File: config.mk
export PLATFORM = sky130hd
export DESIGN_NAME = systolic_1xn
export DESIGN_NICKNAME = d
export VERILOG_FILES = /design/src/rtl/systolic_pkg.sv /design/src/rtl/systolic_pe.sv /design/src/rtl/systolic_1xn.sv
export SDC_FILE = /design/constraint.sdc
export NUM_CORES = 2
export LEC_CHECK = 0
export ABC_CLOCK_PERIOD_IN_PS = 11600
export BUFFER_PORTS_ARGS = -buffer_cell sky130_fd_sc_hd__clkbuf_2
export CORE_ASPECT_RATIO = 0.8
export CORE_MARGIN = 8
export CORE_UTILIZATION = 26
export DETAILED_ROUTE_END_ITERATION = 8
export PLACE_DENSITY_LB_ADDON = 0.3
export SLEW_MARGIN = 25
export SYNTH_ARGS = -nofsm -noshare
export SYNTH_HDL_FRONTEND = slang
export SYNTH_SLANG_ARGS = --single-unit
File: constraint.sdc
create_clock -name clk -period 11.6 [get_ports clk]
set_clock_uncertainty 0.1 [all_clocks]
set_input_delay 0 -clock clk [delete_from_list [all_inputs] [get_ports clk]]
set_output_delay 0 -clock clk [all_outputs]
set_load 0.01 [all_outputs]
File: src/rtl/systolic_pkg.sv
// Shared definitions for the 1xN systolic MAC row: FSM states and default
// geometry constants used by the top level and the processing elements.
package systolic_pkg;

   localparam int DEF_N  = 4;
   localparam int DEF_DW = 16;
   localparam int DEF_AW = 40;

   typedef enum logic [1:0] {
      ST_IDLE  = 2'd0,
      ST_RUN   = 2'd1,
      ST_DRAIN = 2'd2,
      ST_DONE  = 2'd3
   } state_e;

endpackage

File: src/rtl/systolic_pe.sv
// One multiply-accumulate processing element: full-width product extended
// to the accumulator width, accumulation wraps modulo 2^AW.
module systolic_pe
   import systolic_pkg::*;
#(
   parameter int DW     = DEF_DW,
   parameter int AW     = DEF_AW,
   parameter int SIGNED = 0
) (
   input  logic          clk,
   input  logic          rst,
   input  logic          clear,
   input  logic          en,
   input  logic [DW-1:0] a,
   input  logic [DW-1:0] b,
   output logic [AW-1:0] acc
);

   logic [AW-1:0] prod_ext;

   // Operands are widened before multiplying so the product keeps all 2*DW bits.
   generate
      if (SIGNED != 0) begin : g_signed
         logic signed [2*DW-1:0] sprod;
         assign sprod    = $signed({{DW{a[DW-1]}}, a}) * $signed({{DW{b[DW-1]}}, b});
         assign prod_ext = AW'(sprod);
      end else begin : g_unsigned
         logic [2*DW-1:0] uprod;
         assign uprod    = {{DW{1'b0}}, a} * {{DW{1'b0}}, b};
         assign prod_ext = AW'(uprod);
      end
   endgenerate

   // A clear from a new job wins over any beat arriving in the same cycle.
   always_ff @(posedge clk or posedge rst) begin
      if (rst) begin
         acc <= '0;
      end else if (clear) begin
         acc <= '0;
      end else if (en) begin
         acc <= acc + prod_ext;
      end
   end

endmodule

File: src/rtl/systolic_1xn.sv
// 1xN systolic MAC row: a shared b operand and the valid bit ripple down a
// skew chain so PE i sees a beat i cycles after PE0; a small FSM runs jobs.
module systolic_1xn
   import systolic_pkg::*;
#(
   parameter int N      = DEF_N,
   parameter int DW     = DEF_DW,
   parameter int AW     = DEF_AW,
   parameter int SIGNED = 0
) (
   input  logic            clk,
   input  logic            rst,
   input  logic            start,
   input  logic [15:0]     k_len,
   input  logic            in_valid,
   output logic            in_ready,
   input  logic [N*DW-1:0] a_flat,
   input  logic [DW-1:0]   b,
   output logic [N*AW-1:0] c_flat,
   output logic            out_valid,
   output logic            busy
);

   state_e        state;
   logic [15:0]   beat_cnt;
   logic [15:0]   k_reg;
   logic [3:0]    drain_cnt;
   logic          start_acc;
   logic          accept;

   logic [DW-1:0] b_sk [1:N-1];
   logic          v_sk [1:N-1];

   assign start_acc = start && (state == ST_IDLE || state == ST_DONE);
   assign accept    = in_valid && (state == ST_RUN);
   assign in_ready  = (state == ST_RUN);
   assign out_valid = (state == ST_DONE);
   assign busy      = (state == ST_RUN) || (state == ST_DRAIN);

   // Drain waits N-1 cycles after the last beat so the far PE has consumed it.
   always_ff @(posedge clk or posedge rst) begin
      if (rst) begin
         state     <= ST_IDLE;
         beat_cnt  <= '0;
         k_reg     <= '0;
         drain_cnt <= '0;
      end else begin
         case (state)
            ST_IDLE, ST_DONE: begin
               if (start_acc) begin
                  k_reg    <= k_len;
                  beat_cnt <= '0;
                  state    <= (k_len == 16'd0) ? ST_DONE : ST_RUN;
               end
            end
            ST_RUN: begin
               if (accept) begin
                  if (beat_cnt == k_reg - 16'd1) begin
                     state     <= ST_DRAIN;
                     drain_cnt <= 4'(N - 1);
                  end else begin
                     beat_cnt <= beat_cnt + 16'd1;
                  end
               end
            end
            ST_DRAIN: begin
               if (drain_cnt == 4'd1) begin
                  state <= ST_DONE;
               end else begin
                  drain_cnt <= drain_cnt - 4'd1;
               end
            end
            default: state <= ST_IDLE;
         endcase
      end
   end

   // Skew chain shifts every cycle; a new job flushes any beat still in flight.
   always_ff @(posedge clk or posedge rst) begin
      if (rst) begin
         for (int j = 1; j < N; j++) begin
            b_sk[j] <= '0;
            v_sk[j] <= 1'b0;
         end
      end else begin
         b_sk[1] <= b;
         v_sk[1] <= accept;
         for (int j = 2; j < N; j++) begin
            b_sk[j] <= b_sk[j-1];
            v_sk[j] <= v_sk[j-1] && !start_acc;
         end
      end
   end

   generate
      for (genvar i = 0; i < N; i++) begin : g_pe
         logic [DW-1:0] a_i;
         logic [DW-1:0] b_i;
         logic          v_i;
         logic [AW-1:0] acc_i;

         if (i == 0) begin : g_head
            assign a_i = a_flat[DW-1:0];
            assign b_i = b;
            assign v_i = accept;
         end else begin : g_tail
            logic [DW-1:0] a_dly [1:i];

            always_ff @(posedge clk or posedge rst) begin
               if (rst) begin
                  for (int j = 1; j <= i; j++) begin
                     a_dly[j] <= '0;
                  end
               end else begin
                  a_dly[1] <= a_flat[i*DW +: DW];
                  for (int j = 2; j <= i; j++) begin
                     a_dly[j] <= a_dly[j-1];
                  end
               end
            end

            assign a_i = a_dly[i];
            assign b_i = b_sk[i];
            assign v_i = v_sk[i];
         end

         systolic_pe #(
            .DW     (DW),
            .AW     (AW),
            .SIGNED (SIGNED)
         ) u_pe (
            .clk   (clk),
            .rst   (rst),
            .clear (start_acc),
            .en    (v_i),
            .a     (a_i),
            .b     (b_i),
            .acc   (acc_i)
         );

         assign c_flat[i*AW +: AW] = acc_i;
      end
   endgenerate

endmodule

==> impl_metrics.json <==
{
  "drc": 0,
  "place_area_um2": 55600,
  "synth_cells": 5671,
  "layout_commonest_cell": "inv_1",
  "drv_slew": 0,
  "hold_violations": 0,
  "maxSlewHeadroom": 0.302,
  "cap_viol_max_count": 0,
  "syn_area_per_cell_um2": 9.09,
  "cp-start-kind": "register",
  "hold_buffers": 167,
  "clockBufferDepth": 3,
  "num_vias": 38000,
  "setup_viol": 0,
  "vias_per_cell": 4.37,
  "crit_buf_inv": 5,
  "area_growth_pct": 14.8,
  "slowest_stage": "dfrtp_1",
  "cp-endpoint": "g_pe[2].u_pe.acc[35]",
  "netlist_area_um2": 51600,
  "n_fill_cell": 21000,
  "hp-class": "in2reg",
  "num-nets-final": 7423,
  "root_buffer": "clkbuf_16",
  "max_freq_mhz": 126,
  "portBuffers": 262,
  "yosysUniqueCellTypes": 96,
  "r2r_start": "g_pe[2].b_i[2]",
  "cp.arrival_ns": 8.34,
  "tightest_slew_ns": 1.03,
  "crit_path_end_kind": "register",
  "cts.clk_slew.worst_paths_ns": 0.06,
  "cts_buffers": 51,
  "cp_cell_sequence": "nand2_1, fa_1, inv_1, fa_1, inv_1, fa_1, inv_1, fa_1, fa_1, inv_1, fa_1, inv_1, ha_1, a21oi_1, o21ai_0, a221oi_1, o21ai_1, a221oi_1, o2111ai_1, a21oi_1, a211oi_1, xnor2_1, nor2_1",
  "detail_route.first_pass.iterations": 5,
  "fp.dieH_um": 414,
  "drt-initial-drc-count": 1877,
  "antenna_found_initial": 16,
  "synth_edf_count": 0,
  "cts_setup_buffers": 0,
  "rows": 146,
  "globalplace.congestion": 0.839,
  "clkLatencyLatePin_ns": 0.66,
  "final_cell_mix": "inv_1 (1435), fa_1 (904), nand2_1 (751)",
  "reg2reg_depth": 23,
  "antenna_left": 0,
  "synth-async-reset-ratio": 1.00,
  "cts_sinks": 345,
  "detail_route.wl_per_cell_um": 17.8,
  "rsz0062_at_grt": "no",
  "cp.required_ns": 11.99,
  "cpPeakStageDelay_ns": 0.97,
  "synth_fp_nets": 7123,
  "finalSetupTns_ns": 0,
  "tritoncts": "done",
  "crit_path_start": "g_pe[2].b_i[2]",
  "grt_start_max_net_pins": 120,
  "core_um2": 197000,
  "utilization": 0.300,
  "fin_crit_ns": 7.95,
  "largest_reg_flops": 160,
  "grt_pass1_vias": 41700,
  "reg2reg_to": "g_pe[2].u_pe.acc[35]",
  "yosys_warnings": 0,
  "ys_ff_latch": 345,
  "cp_num_cells": 23,
  "final_area_um2": 59200,
  "worstSetupPathType": "reg2reg",
  "htree_levels": 2,
  "reg2reg_setup_slack_ns": 3.65,
  "path_common_cell": "fa_1",
  "start_util": 0.261,
  "grt_pass1_wl_mm": 248,
  "wl_mm": 155,
  "cp_max_fo": 17,
  "track_usage": 0.147,
  "hpwl_mm": 123,
  "pin_count": 263,
  "cts_resized": 0,
  "top_register": "g_pe.u_pe.acc",
  "ys.flop_type": "dfrtp_1",
  "die_area_um2": 213000,
  "crit_family": "adder cells",
  "drive_gt1_frac": 0.0688,
  "status": "complete, no violations",
  "yosysSeqAreaShare": 0.167,
  "fin_crit_sh": 0.686,
  "grt-ovfl-total": 0,
  "fp.dieW_um": 514
}
per-stage QoR:
stage               cells  setup WS [ns]  hold WS [ns]
floorplan            5671           1.93       -0.0686
global placement     8415           3.72       0.00892
detailed placement   8415           3.65        0.0104
CTS                  8678           3.61        0.0793
global route         8689           3.09         0.125
finish               8695           3.65         0.152
layer usage:
layer	global-route usage	wire length [um]	share of wire
met1	0.196	69400	0.45
met2	0.249	74800	0.48
met3	0.0221	6400	0.041
met4	0.0403	4570	0.029
met5	0	27	0.00017
worst reg2reg max path, stage by stage, from the launching register on:
cell       delay [ns]
dfrtp_1          0.97
nand2_1          0.19
fa_1             0.55
inv_1            0.06
fa_1             0.53
inv_1            0.06
fa_1             0.50
inv_1            0.06
fa_1             0.44
fa_1             0.51
inv_1            0.05
fa_1             0.47
inv_1            0.04
ha_1             0.32
a21oi_1          0.27
o21ai_0          0.20
a221oi_1         0.50
o21ai_1          0.36
a221oi_1         0.45
o2111ai_1        0.24
a21oi_1          0.49
a211oi_1         0.17
xnor2_1          0.21
nor2_1           0.06
worst min path at each step:
stage                     from                        to  slack (ns)  cells after the start
floorplan           a_flat[16]            g_pe[1].a_i[0]       -0.07                      0
global route          in_valid              drain_cnt[3]        0.13                      4
global placement    a_flat[61]  g_pe[3].g_tail.a_dly[45]       0.009                      1
detailed placement  a_flat[47]  g_pe[2].g_tail.a_dly[31]        0.01                      1
finish                in_valid              drain_cnt[3]        0.15                      4
CTS                   in_valid              drain_cnt[3]        0.08                      4
cell families after synthesis:
family          synth area share
fa+ha+maj                  0.460
simple gates               0.154
compound gates            0.0621
flops                      0.167
mux                       0.0148
xor+xnor                  0.0223
buf+inv                    0.120
final cells by class:
cell class                      count  area (um^2)  share of cell area
Multi-Input combinational cell   3689        36700               0.621
Sequential cell                   345         8640               0.146
Inverter                         1438         5410              0.0913
Tap cell                         2664         3330              0.0563
Timing Repair Buffer              446         3120              0.0528
Clock buffer                       62         1400              0.0237
Clock inverter                     34          509             0.00860
Antenna cell                       17         42.5            0.000719
cell usage after synthesis (5+ instances only):
cell / number / area (um^2)
a211oi_1: 37 / 278
a21o_1: 51 / 383
a21oi_1: 152 / 761
a221oi_1: 5 / 43.8
a311oi_1: 7 / 61.3
a31o_2: 5 / 43.8
a31oi_1: 20 / 125
and2_1: 459 / 2870
and3_1: 28 / 175
buf_1: 12 / 45.0
clkbuf_1: 178 / 668
dfrtp_1: 345 / 8630
fa_1: 904 / 18100
ha_1: 448 / 5610
inv_1: 1437 / 5390
mux2i_1: 74 / 741
nand2_1: 753 / 2830
nand2b_1: 16 / 100
nand3_1: 58 / 290
nand3b_1: 8 / 60.1
nand4_1: 18 / 113
nor2_1: 207 / 777
nor2b_1: 6 / 37.5
nor3_1: 34 / 170
nor4_1: 11 / 68.8
nor4b_1: 11 / 96.3
o211ai_1: 12 / 90.1
o21a_1: 16 / 120
o21ai_0: 79 / 395
o21ai_1: 6 / 30.0
o21bai_1: 13 / 97.6
o31ai_1: 10 / 75.1
or3_1: 10 / 62.6
xnor2_1: 86 / 753
xor2_1: 45 / 394
Power is not shown: default switching activity piles up to over one toggle a cycle in this logic, so the estimate is an artifact.
